--- src/rtl/rotn_pkg.sv ---
// Shared command codes, config/status bit positions and alphabet sizes
// for the ROT-N cipher FIFO.
package rotn_pkg;

    typedef enum logic [1:0] {
        CTL_LOAD_LO = 2'b00,
        CTL_LOAD_HI = 2'b01,
        CTL_COMMIT  = 2'b10,
        CTL_POP     = 2'b11
    } ctl_e;

    localparam int CFG_DECRYPT = 7;
    localparam int CFG_FLUSH   = 6;
    localparam int CFG_DIGIT   = 5;

    localparam int ST_ERR   = 7;
    localparam int ST_FULL  = 6;
    localparam int ST_EMPTY = 5;

    localparam int ALPHA_LEN = 26;
    localparam int DIGIT_LEN = 10;

    // Config writes carry a 5-bit shift; values 26..31 fold back into range.
    function automatic logic [4:0] reduce_shift(input logic [4:0] raw);
        return (raw >= 5'(ALPHA_LEN)) ? raw - 5'(ALPHA_LEN) : raw;
    endfunction

endpackage

--- src/rtl/rotn_cipher_fifo_if.sv ---
// Pin-limited host bus of the cipher tile: 2-bit command, 4-bit nibble in,
// 8-bit data/status out.
interface rotn_cipher_fifo_if;
    logic [1:0] ctl;
    logic [3:0] data_in;
    logic [7:0] data_out;

    modport master (output ctl, output data_in, input  data_out);
    modport slave  (input  ctl, input  data_in, output data_out);
endinterface

--- src/rtl/rotn_char_map.sv ---
// Combinational ROT-N character map: letters rotate within their case,
// digits optionally rotate within 0..9, everything else passes through.
module rotn_char_map
    import rotn_pkg::*;
(
    input  logic [7:0] char_in,
    input  logic [4:0] shift,
    input  logic       decrypt,
    input  logic       digit_mode,
    output logic [7:0] char_out
);

    localparam logic [7:0] UPPER_A = 8'h41;
    localparam logic [7:0] UPPER_Z = 8'h5A;
    localparam logic [7:0] LOWER_A = 8'h61;
    localparam logic [7:0] LOWER_Z = 8'h7A;
    localparam logic [7:0] DIGIT_0 = 8'h30;
    localparam logic [7:0] DIGIT_9 = 8'h39;

    logic [3:0] shift_mod10;
    logic [4:0] alpha_s;
    logic [3:0] digit_s;
    logic [7:0] base;
    logic [7:0] sum;
    logic       is_alpha;
    logic       is_digit;

    // Decrypt digits by the inverse of (shift mod 10), not of the letter shift.
    always_comb begin
        shift_mod10 = 4'(shift % 5'd10);
        alpha_s     = shift;
        digit_s     = shift_mod10;
        if (decrypt) begin
            alpha_s = (shift == 5'd0) ? 5'd0 : 5'(ALPHA_LEN) - shift;
            digit_s = (shift_mod10 == 4'd0) ? 4'd0 : 4'(DIGIT_LEN) - shift_mod10;
        end

        is_alpha = 1'b0;
        is_digit = 1'b0;
        base     = UPPER_A;
        if (char_in >= UPPER_A && char_in <= UPPER_Z) begin
            is_alpha = 1'b1;
        end else if (char_in >= LOWER_A && char_in <= LOWER_Z) begin
            is_alpha = 1'b1;
            base     = LOWER_A;
        end else if (digit_mode && char_in >= DIGIT_0 && char_in <= DIGIT_9) begin
            is_digit = 1'b1;
            base     = DIGIT_0;
        end

        sum = (char_in - base) + (is_alpha ? {3'b000, alpha_s} : {4'b0000, digit_s});
        if (is_alpha && sum >= 8'(ALPHA_LEN))
            sum = sum - 8'(ALPHA_LEN);
        if (is_digit && sum >= 8'(DIGIT_LEN))
            sum = sum - 8'(DIGIT_LEN);

        char_out = (is_alpha || is_digit) ? base + sum : char_in;
    end

endmodule

--- src/rtl/rotn_cipher_fifo.sv ---
// ROT-N cipher tile: nibble staging, config register, edge-qualified
// COMMIT/POP, DEPTH-entry output FIFO and data/status output mux.
module rotn_cipher_fifo
    import rotn_pkg::*;
#(
    parameter int DEPTH         = 8,
    parameter int DEFAULT_SHIFT = 13
) (
    input  logic               clk,
    input  logic               reset,
    rotn_cipher_fifo_if.slave  bus
);

    localparam int PTR_W = $clog2(DEPTH);

    logic [3:0]       stage_lo, stage_hi;
    logic [4:0]       shift;
    logic             decrypt, digit_mode;
    logic [1:0]       prev_ctl;
    logic [7:0]       mem [DEPTH];
    logic [PTR_W-1:0] wr_ptr, rd_ptr;
    logic [3:0]       count;
    logic             err;
    logic [7:0]       char_reg;
    logic             show_char;

    logic [7:0] cmd_byte;
    logic [7:0] mapped;
    logic       commit_fire, pop_fire, full, empty, do_push, do_pop;
    logic [7:0] status;

    assign cmd_byte    = {stage_hi, stage_lo};
    assign commit_fire = (ctl_e'(bus.ctl) == CTL_COMMIT) && (bus.ctl != prev_ctl);
    assign pop_fire    = (ctl_e'(bus.ctl) == CTL_POP)    && (bus.ctl != prev_ctl);
    assign full        = (count == 4'(DEPTH));
    assign empty       = (count == 4'd0);
    assign do_push     = commit_fire && !bus.data_in[0] && !full;
    assign do_pop      = pop_fire && !empty;

    rotn_char_map u_char_map (
        .char_in    (cmd_byte),
        .shift      (shift),
        .decrypt    (decrypt),
        .digit_mode (digit_mode),
        .char_out   (mapped)
    );

    always_ff @(posedge clk) begin
        if (do_push)
            mem[wr_ptr] <= mapped;
    end

    always_ff @(posedge clk) begin
        if (reset) begin
            stage_lo   <= 4'd0;
            stage_hi   <= 4'd0;
            shift      <= 5'(DEFAULT_SHIFT);
            decrypt    <= 1'b0;
            digit_mode <= 1'b0;
            prev_ctl   <= 2'b00;
            wr_ptr     <= '0;
            rd_ptr     <= '0;
            count      <= 4'd0;
            err        <= 1'b0;
            char_reg   <= 8'h00;
            show_char  <= 1'b0;
        end else begin
            prev_ctl  <= bus.ctl;
            show_char <= pop_fire || (show_char && ctl_e'(bus.ctl) == CTL_POP);

            if (ctl_e'(bus.ctl) == CTL_LOAD_LO)
                stage_lo <= bus.data_in;
            if (ctl_e'(bus.ctl) == CTL_LOAD_HI)
                stage_hi <= bus.data_in;

            if (commit_fire && bus.data_in[0]) begin
                decrypt    <= cmd_byte[CFG_DECRYPT];
                digit_mode <= cmd_byte[CFG_DIGIT];
                shift      <= reduce_shift(cmd_byte[4:0]);
                if (cmd_byte[CFG_FLUSH]) begin
                    wr_ptr <= '0;
                    rd_ptr <= '0;
                    count  <= 4'd0;
                    err    <= 1'b0;
                end
            end

            // Overflowing push and underflowing pop both latch the sticky error.
            if (commit_fire && !bus.data_in[0] && full)
                err <= 1'b1;
            if (do_push) begin
                wr_ptr <= (wr_ptr == PTR_W'(DEPTH - 1)) ? '0 : wr_ptr + 1'b1;
                count  <= count + 4'd1;
            end

            if (pop_fire) begin
                if (empty) begin
                    char_reg <= 8'h00;
                    err      <= 1'b1;
                end else begin
                    char_reg <= mem[rd_ptr];
                end
            end
            if (do_pop) begin
                rd_ptr <= (rd_ptr == PTR_W'(DEPTH - 1)) ? '0 : rd_ptr + 1'b1;
                count  <= count - 4'd1;
            end
        end
    end

    always_comb begin
        status           = 8'h00;
        status[ST_ERR]   = err;
        status[ST_FULL]  = full;
        status[ST_EMPTY] = empty;
        status[3:0]      = count;
    end

    assign bus.data_out = show_char ? char_reg : status;

endmodule

--- src/flat_wrapper.sv ---
// flat-port wrapper written by rule: the top's interface ports become plain ports
module rotn_cipher_fifo_flat import rotn_pkg::*;
#(
    parameter int DEPTH         = 8,
    parameter int DEFAULT_SHIFT = 13
)
  (clk, reset, bus_ctl, bus_data_in, bus_data_out);
  rotn_cipher_fifo_if bus_i ();
  input  logic clk;
  input  logic reset;
  input wire logic [$bits(bus_i.ctl)-1:0] bus_ctl;
  input wire logic [$bits(bus_i.data_in)-1:0] bus_data_in;
  output wire logic [$bits(bus_i.data_out)-1:0] bus_data_out;
  assign bus_i.ctl = bus_ctl;
  assign bus_i.data_in = bus_data_in;
  assign bus_data_out = bus_i.data_out;
  rotn_cipher_fifo #(.DEPTH(DEPTH), .DEFAULT_SHIFT(DEFAULT_SHIFT)) u_core (.clk(clk), .reset(reset), .bus(bus_i));
endmodule
--- config.mk ---
export PLATFORM = sky130hd
export DESIGN_NAME = rotn_cipher_fifo_flat
export DESIGN_NICKNAME = d
export VERILOG_FILES = /design/src/rtl/rotn_pkg.sv /design/src/rtl/rotn_cipher_fifo_if.sv /design/src/rtl/rotn_char_map.sv /design/src/rtl/rotn_cipher_fifo.sv /design/src/flat_wrapper.sv
export SDC_FILE = /design/constraint.sdc
export NUM_CORES = 1
export LEC_CHECK = 0
export CAP_MARGIN = 40
export CORE_AREA = 2 2 100 102
export DETAILED_ROUTE_END_ITERATION = 7
export DIE_AREA = 0 0 102 104
export DONT_BUFFER_PORTS = 1
export PLACE_DENSITY = 0.85
export SETUP_SLACK_MARGIN = 0.02
export SLEW_MARGIN = 20
export SYNTH_ARGS = -nofsm -noshare
export SYNTH_HDL_FRONTEND = slang
export SYNTH_HIERARCHICAL = 1
export SYNTH_SLANG_ARGS = --single-unit
export TNS_END_PERCENT = 50
--- constraint.sdc ---
create_clock -name clk -period 20.5 [get_ports clk]
set_input_delay 1.025 -clock clk [delete_from_list [all_inputs] [get_ports clk]]
set_output_delay 1.025 -clock clk [all_outputs]
set_load 0.005 [all_outputs]
# Word-level counts from Yosys, hierarchy flattened
# Memory sizes are Yosys's and may differ from the RTL's. A register that Yosys moved wholly into a read port is not among the register bits.
# Cells that the tools add are included.
# W data, S select, Z words.
# word_totals
register_bits	37
ramBits	64
inputBits	8
out_inout_bits	8
elab_cells	112
mem_count	1
# mem_list
name	depth	word_bits	rd	rd_clocked_by_memory_dff	wr	line	source
u_core.mem	8	8	1	1	1	rotn_cipher_fifo.sv:20	logic [7:0] mem [DEPTH];
# op_classes
add_sub_neg	12
div	1
magnitude_cmp	9
eq_ne	7
muxes	38
n_reduce_logical	32
# ops
cell	n
$mux W8	5
$mux W3	8
$mux W4	6
$mux W7	3
$mux W5	4
$ge A8 B7 Y1 const B	2
$le A8 B7 Y1 const B	2
$logic_and A1 B1 Y1	14
$mux W1	12
$add A8 B5 Y8	1
$add A8 B8 Y8	1
$ge A8 B4 Y1 const B	1
$ge A8 B5 Y1 const B	1
$ge A8 B6 Y1 const B	1
$le A8 B6 Y1 const B	1
$logic_not A4 Y1	2
$reduce_bool A2 Y1	4
$sub A8 B4 Y8 const B	1
$sub A8 B5 Y8 const B	1
$sub A8 B8 Y8	1
$add A3 B1 Y3 const B	2
$eq A3 B3 Y1 const B	2
$reduce_and A2 Y1	3
$reduce_bool A3 Y1	2
other kinds (15)	19

# Longest topological paths before layout
# Gate-level depths: netlist (run 1).
# logic_depth
word_depth	16
depth_mapped	31
ltp_nobuf	31

# By module
# The synthesis (run 1) kept the hierarchy.
# modules_own_cells
module	n_inst	cells_per_inst	area_per_inst_um2	seq_area_each_um2
rotn_cipher_fifo	1	319	4274.1	2722.6
rotn_char_map	1	265	1798.0	0.0

# Worst setup path before layout (run 1)
# OpenSTA, ideal clock, no wires.
# synth_timing
path_type	reg-to-reg
from	register u_core.shift[0]
to	memory u_core.mem[0][5] (data pin)
setup_time_ns	0.264
t_arrival_ns	6.342
t_required_ns	20.236
setup_slack_ns	13.894
stages_incl_launch_ff	32
n_path_buf	2
synth_period_minus_slack_ns	6.606
cell_sequence	dfxtp_1 inv_1 ha_1 nor2b_1 maj3_1 a221oi_1 nand2_1 nor2_1 nand3b_1 a21oi_1 a21oi_1 ha_1 inv_1 ha_1 o21ai_0 nor2_2 or4_1 buf_2 o22a_1 a21o_1 buf_6 mux2i_2 and3_4 nor2_1 nand2_1 xor2_1 ha_1 inv_1 a221oi_1 o21ai_0 nor4b_1 nor3_1
# synth_via
elab_chain_len	14
word_cells_on_any_way	21
classes_between	add/sub (6); div (1); order compare (2); mux (8); reduce/logical (4)
# synth_rtl
element	line	source
start: declaration	rotn_cipher_fifo.sv:17	logic [4:0] shift;
start signal: assignment	rotn_cipher_fifo.sv:57	shift <= 5'(DEFAULT_SHIFT);
start signal: assignment	rotn_cipher_fifo.sv:79	shift <= reduce_shift(cmd_byte[4:0]);
$mod A5 B4 Y5	rotn_char_map.sv:30	shift_mod10 = 4'(shift % 5'd10);
$sub A4 B4 Y4 / $logic_not A4 Y1 (equally long branches)	rotn_char_map.sv:35	digit_s = (shift_mod10 == 4'd0) ? 4'd0 : 4'(DIGIT_LEN) - shift_mod10;
$mux W4	rotn_char_map.sv:35	
$mux W4	rotn_char_map.sv:33	if (decrypt) begin
$mux W5 (*)	rotn_char_map.sv:51	sum = (char_in - base) + (is_alpha ? {3'b000, alpha_s} : {4'b0000, digit_s});
$add A8 B5 Y8 (*)	rotn_char_map.sv:51	
$ge A8 B5 Y1	rotn_char_map.sv:52	if (is_alpha && sum >= 8'(ALPHA_LEN))
$logic_and A1 B1 Y1	rotn_char_map.sv:52	
$mux W8 (*)	rotn_char_map.sv:52	
$ge A8 B4 Y1	rotn_char_map.sv:54	if (is_digit && sum >= 8'(DIGIT_LEN))
$logic_and A1 B1 Y1	rotn_char_map.sv:54	
$mux W8 (*)	rotn_char_map.sv:54	
$add A8 B8 Y8 (*)	rotn_char_map.sv:57	char_out = (is_alpha || is_digit) ? base + sum : char_in;
$mux W8 (*)	rotn_char_map.sv:57	
net u_core.mapped[5]	rotn_cipher_fifo.sv:28	logic [7:0] mapped;
end: declaration	rotn_cipher_fifo.sv:20	
# The timed path passes the listed nets; every way through them passes the cells marked *.

# Worst setup path after layout (run 1)
# layout_timing
from	register u_core.shift[0]
to	memory u_core.mem[7][5] (data pin)
# Same word-level chain as after synthesis.

==> summary.md, run 1 <==
| Metric | Value |
|---|---|
| Vias in the first global route | `4,341` |
| Largest net degree at the start of global routing | `31` |
| Reg-to-reg startpoint | `u_core/shift[0]$_SDFFE_PP1P_` |
| Syn Inst Count | `584` |
| WP data required | `20.55 ns` |
| Internal reg-to-reg setup slack | `12.97 ns` |
| Final Hold Viols | `0` |
| DRC viols | `0` |
| EDFF count, synth | `64` |
| Setup_tns | `0 ns` |
| Cells on worst reg2reg path | `29` |
| Worst setup EP type | `flip-flop` |
| CTS max path bufs | `2` |
| Gr ovfl total | `0` |
| CP max FO | `8` |
| Total Power Consumption | `0.4826 mW` |
| CP Launch Type | `flip-flop` |
| Syn nets | `626` |
| # clock sinks | `roughly 100` |
| Slew @ Worst Pin | `0.8206 ns` |
| Ys Warns | `6` |
| DP Wirelength | `9.384 mm` |
| Register Area | `2723 um^2` |
| Max transition margin | `0.4509` |
| VDD IR max | `0.05234 mV` |
| Drt wl/cell | `17.87 um` |
| GRT Total Usage | `0.2536` |
| Maximum clock rate | `0.1329 GHz` |
| Max-cap viol count | `0` |
| Most used DFF post-synth | `edfxtp_1` |
| CP endpoint | `u_core/mem[7][5]$_DFFE_PP_` |
| First-pass GRT wire length | `21.00 mm` |
| Ratio of cells with drive above 1 in the final layout | `0.1162` |
| Post_cts resized | `0` |
| H-Tree Depth | `3` |
| Cell variety after synth | `77` |
| Die width | `102 um` |
| Clk pin slew, worst setup/hold paths | `0.10 ns` |
| Worst-case clock skew | `0.01974 ns` |
| Die Ht | `104 um` |
| CTS tree | `done` |
| TritonCTS Buffers | `9` |
| CP max stage cell | `or4_1` |
| Core area | `around 9500 um^2` |
| Initial antenna violation count | `0` |
| Area grow syn2layout | `5.193%` |
| Worst hold start | `u_core/char_reg[3]$_SDFFE_PP0N_` |
| Path type of the worst setup path | `flip-flop to flip-flop` |
| Status | `finished, final reports clean` |
| Clock latency on the worst-skew pair | `0.37 ns` |
| Pleak | `about 2.3 nW` |
| Final cell count without fillers | `around 700` |
| Max FFs per register | `64` |
| Crit path from | `u_core/shift[0]$_SDFFE_PP1P_` |
| Mapped Avg Cell Area | `10.40 um^2` |
| Tcrit/Tclk final | `0.3671` |
| Count of final setup violators | `0` |
| DRT antenna net count | `0` |
| Post-Syn Area | `6072 um^2` |
| Initial DRT Pass Iterations | `5` |
| Vias per cell | `around 6.2` |
| Buffers on Ports | `0` |
| Unrepaired setup endpoints after global routing | `no` |
| RR Endpoint | `u_core/mem[7][5]$_DFFE_PP_` |
| Crit path time final | `between 7 and 8 ns` |
| Placed insts | `695` |
| Starting DRC count in detailed routing | `322` |
| P per Cell Area | `~76 nW/um^2` |
| Setup slack at placement | `approximately 13 ns` |
| Post CTS Setup Buffer Count | `0` |
| WP data arrival | `approximately 7.6 ns` |
| Gpl congestion | `0.8595` |
| Seq/Total Area, Yosys | `0.4484` |
| Filler Cell Count | `710` |
| Routed WL | `about 13 mm` |
| Area of the multi-input gates | `3082 um^2` |
| Row Count | `36` |
| Final max-slew violation count | `0` |
| Antenna fix cells | `0` |
| Final worst slack | `12.97 ns` |
| Delay of the slowest critical-path stage | `0.66 ns` |
| Hold Buf Count CTS | `0` |
| DIE AREA | `10,610 um^2` |
| FF+latch count, synth | `104` |
| Vias | `4,464` |
| Nets | `~620` |
| Hold Path Class | `flip-flop to flip-flop` |
| CTS Root Cell | `clkbuf_8` |
| # IOs | `16` |
| Initial Utilization | `0.6359` |
| CP most frequent cell | `ha_1` |
| Async SR Flop Fraction | `0` |
-- metal layers --
| metal | track usage | vias up | part of all wire |
|---|---|---|---|
| met2 | 0.4441 | 141 | 0.52 |
| met1 | 0.3041 | 2160 | 0.41 |
| li1 | - | 2137 | - |
| met3 | 0.03763 | 26 | 0.042 |
| met4 | 0.1133 | 0 | 0.028 |
| met5 | 0 | - | 0 |
-- final cells by class --
cell class,instances,area share
inverters,37,0.02174
clock inverters,3,0.003330
repair buffers,10,0.01214
well taps,133,0.02605
multi-input cells,418,0.4825
flip-flops and latches,104,0.4262
clock buffers,13,0.02801
-- power breakdown --
part           leakage (nW)  switching (mW)  internal (mW)
logic                  1.30          0.0774         0.0509
registers             0.917         0.00509          0.226
clock network         0.107          0.0655         0.0579
total                  2.33           0.148          0.335
-- cells in the mapped netlist, types with 3 or more instances --
library cell,count,share of area
edfxtp_1,64,0.32
nand2_1,52,0.032
nor2_1,52,0.032
dfxtp_1,40,0.13
inv_1,37,0.023
a21oi_1,34,0.028
ha_1,32,0.066
o21ai_0,27,0.022
mux4_2,16,0.059
mux2i_1,15,0.025
xnor2_1,15,0.022
clkbuf_1,12,0.0074
nor2b_1,12,0.012
nor3_1,12,0.0099
nand2b_1,10,0.010
nand3_1,10,0.0082
o21ai_1,8,0.0066
xor2_1,8,0.012
a22oi_1,7,0.0087
buf_2,7,0.0058
or2_2,5,0.0052
a211oi_1,4,0.0049
a31oi_1,4,0.0041
and2_1,4,0.0041
nor4_1,4,0.0041
o31ai_1,4,0.0049
or3_1,4,0.0041
a211o_1,3,0.0043
a21o_1,3,0.0037
buf_6,3,0.0056
mux2_2,3,0.0056
nand3b_1,3,0.0037
nand4_1,3,0.0031
nor4b_1,3,0.0043
o211ai_1,3,0.0037
or4_1,3,0.0037
-- through the flow --
step | utilization | cell area, um^2 | hold WS [ns]
floorplan | - | 6072 | 0.4227
global placement | 0.6414 | 6125 | 0.4337
detailed placement | 0.6430 | 6140 | 0.4404
CTS | 0.6639 | 6340 | 0.4538
global route | 0.6689 | 6387 | 0.4812
finish | 0.6689 | 6387 | 0.4515
-- logic make-up after synthesis --
family,synth area share
AND/OR/NAND/NOR,0.1644
multiplexers,0.09417
buffers and inverters,0.04410
adder cells (fa/ha/maj),0.07418
flip-flops,0.4484
AO/OA/AOI/OAI,0.1416
XOR/XNOR,0.03318
-- worst min-delay path by stage --
| stage | cells after the start | to |
|---|---|---|
| global route | 2 | u_core/char_reg[7]$_SDFFE_PP0N_ |
| floorplan | 2 | u_core/char_reg[4]$_SDFFE_PP0N_ |
| CTS | 2 | u_core/char_reg[3]$_SDFFE_PP0N_ |
| finish | 2 | u_core/char_reg[3]$_SDFFE_PP0N_ |
| detailed placement | 2 | u_core/char_reg[3]$_SDFFE_PP0N_ |
| global placement | 2 | u_core/char_reg[3]$_SDFFE_PP0N_ |
-- worst max-delay path, delay by kind of cell (launching register included) --
family | cells | cell delay (ns)
adder cells (fa/ha/maj) | 5 | 1.46
AND/OR/NAND/NOR | 11 | 2.64
flip-flops | 1 | 0.45
XOR/XNOR | 1 | 0.17
AO/OA/AOI/OAI | 8 | 2.09
multiplexers | 1 | 0.21
buffers and inverters | 3 | 0.20
-- cells in the final DEF, fill, tap and decap left out, types with 10 or more instances in the layout --
| master | netlist | layout |
|---|---|---|
| nand3_1 | 10 | 10 |
| dfxtp_1 | 40 | 40 |
| o21ai_0 | 27 | 27 |
| nor3_1 | 12 | 12 |
| nand2_1 | 52 | 52 |
| mux4_2 | 16 | 16 |
| clkbuf_8 | 0 | 13 |
| nor2b_1 | 12 | 12 |
| nand2b_1 | 10 | 10 |
| nor2_1 | 52 | 52 |
| inv_1 | 37 | 37 |
| edfxtp_1 | 64 | 64 |
| a21oi_1 | 34 | 34 |
| ha_1 | 32 | 32 |
| xnor2_1 | 15 | 15 |
| mux2i_1 | 15 | 15 |
Note: power is estimated with default switching activity, not from simulation.
==> run 2, diff against run 1 <==
Settings changed: CORE_AREA 2 2 100 102 to 2 2 101 103, DIE_AREA 0 0 102 104 to 0 0 103 105, PLACE_DENSITY 0.85 to 0.83.
Clock period 20.5 ns to 7.1 ns, I/O delays scaled along.
==> summary.md, run 2 (synthesis results as in run 1) <==
| Metric | Value |
|---|---|
| Register Area | `2726 um^2` |
| Vias | `between 4,000 and 5,000` |
| Buffers on Ports | `0` |
| Status | `finished, final reports clean` |
| Tcrit/Tclk final | `0.9547` |
| Largest net degree at the start of global routing | `31` |
| Pleak | `2.377 nW` |
| Top layer reached by signal wires | `met4` |
| Critical path's top delay family | `simple AND/OR/NAND/NOR gates` |
| First-pass GRT wire length | `20.22 mm` |
| Max FFs per register | `64` |
| Delay of the slowest critical-path stage | `0.58 ns` |
| Worst setup EP type | `flip-flop` |
| CTS tree | `done` |
| Die Ht | `105 um` |
| Slew @ Worst Pin | `0.8038 ns` |
| Vias per cell | `~6.3` |
| CTS Root Cell | `clkbuf_8` |
| Clk pin slew, worst setup/hold paths | `approximately 0.11 ns` |
| Vias in the first global route | `4,206` |
| Worst-case clock skew | `about 0.015 ns` |
| Final worst slack | `0.3216 ns` |
| Initial antenna violation count | `0` |
| # IOs | `16` |
| CP max stage cell | `or4_4` |
| Drt wl/cell | `18.31 um` |
| WL met3 | `~930 um` |
| VDD IR max | `0.1013 mV` |
| M1 WL | `5.471 mm` |
| Area grow syn2layout | `7.830%` |
| # clock sinks | `104` |
| Final max-slew violation count | `0` |
| Antenna fix cells | `0` |
| Most frequent cells in the layout | `edfxtp_1, nand2_1, nor2_1, dfxtp_1, inv_1` |
| Nets | `around 630` |
| P per Cell Area | `221.4 nW/um^2` |
| GRT Total Usage | `0.2423` |
| Routed WL | `between 10 and 15 mm` |
| Hold Path Class | `input pin to flip-flop` |
| WP data arrival | `just under 7 ns` |
| Post-Place Cell Area | `6182 um^2` |
| Ratio of cells with drive above 1 in the final layout | `0.1494` |
| TritonCTS Buffers | `9` |
| Final Cell Area | `around 6500 um^2` |
| Setup slack at placement | `-0.2065 ns` |
| Die width | `103 um` |
| Filler Cell Count | `about 700` |
| CP Launch Type | `flip-flop` |
| Row Count | `36` |
| Max transition margin | `0.4634` |
| Crit path time final | `6.778 ns` |
| Gpl congestion | `0.9583` |
| DP Wirelength | `9.371 mm` |
| WP data required | `between 7 and 8 ns` |
| CP max FO | `8` |
| Crit path buf inv count | `3` |
| WL met2 | `6.612 mm` |
| Commonest non-fill, non-tap cell in the layout | `edfxtp_1` |
| DIE AREA | `10,820 um^2` |
| Starting DRC count in detailed routing | `364` |
| Initial Utilization | `0.6299` |
| Maximum clock rate | `0.1475 GHz` |
| Final Hold Viols | `0` |
| Internal reg-to-reg setup slack | `0.32 ns` |
| Gr ovfl total | `0` |
| Max-cap viol count | `0` |
| Initial DRT Pass Iterations | `5` |
| Count of final setup violators | `0` |
| Unrepaired setup endpoints after global routing | `no` |
| Clock latency on the worst-skew pair | `about 0.38 ns` |
| Placed insts | `699` |
| H-Tree Depth | `3` |
| DRT antenna net count | `0` |
| DRC viols | `0` |
| Path type of the worst setup path | `flip-flop to flip-flop` |
| Final cell count without fillers | `722` |
| Core area | `9639 um^2` |
| CTS max path bufs | `2` |
| Area of the multi-input gates | `3183 um^2` |
==> run 2: cell count changes in the layout (fill, tap and decap cells not counted), moves of 3 or more <==
cell and change:
buf_4 +5, clkinv_8 +3, clkbuf_8 -4, o21ai_0 -4
==> run 2: timing repair <==
item,4_1_cts,5_1_grt
resized for setup,4,21
hold buffers,0,0
pin swaps,0,1
endpoints found under the setup margin,24,48
hold endpoints to repair,0,0
buffers inserted,0,1
==> run 2: final cells by class <==
| class | instances | share of cell area |
|---|---|---|
| multi-input cells | 418 | 0.4861 |
| inverters | 37 | 0.02121 |
| clock inverters | 7 | 0.01319 |
| clock buffers | 9 | 0.01892 |
| flip-flops and latches | 104 | 0.4164 |
| repair buffers | 14 | 0.01873 |
| well taps | 133 | 0.02542 |
==> run 2: final timing paths <==
check / startpoint / end / depth (start not counted)
setup / recovery: u_core/shift[0]$_SDFFE_PP1P_ / u_core/mem[5][7]$_DFFE_PP_ / 28
hold / removal: reset / u_core/stage_lo[2]$_SDFFE_PP0N_ / 1
setup reg to reg: u_core/shift[0]$_SDFFE_PP1P_ / u_core/mem[5][7]$_DFFE_PP_ / 28
hold reg to reg: u_core/char_reg[0]$_SDFFE_PP0N_ / u_core/char_reg[0]$_SDFFE_PP0N_ / 2
==> run 2: where the power goes <==
| group | switching (mW) | internal [mW] | total [mW] | leakage [nW] |
|---|---|---|---|---|
| Sequential | 0.0147 | 0.652 | 0.667 | 0.917 |
| Clock | 0.222 | 0.141 | 0.363 | 0.104 |
| Combinational | 0.249 | 0.170 | 0.420 | 1.36 |
| Total | 0.486 | 0.964 | 1.45 | 2.38 |
==> run 2: metal layers <==
layer  vias to the layer above  track usage
met5                         -            0
met1                      2206       0.3121
met4                         0      0.07237
li1                       2143            -
met2                       173       0.4188
met3                        24      0.03478
==> run 2: metrics by stage <==
| stage | total power [mW] | TNS [ns] | hold WS, ns | utilization |
|---|---|---|---|---|
| 4_1_cts | 1.416 | 0 | 0.01772 | 0.6652 |
| 6_report | 1.450 | 0 | 0.03623 | 0.6793 |
| 2_1_floorplan | 0.9767 | 0 | 0.4227 | - |
| 3_5_place_dp | 1.052 | -2.981 | 0.4293 | 0.6414 |
| 3_3_place_gp | 1.033 | 0 | 0.4272 | 0.6377 |
| 5_1_grt | 1.519 | 0 | 0.009857 | 0.6793 |
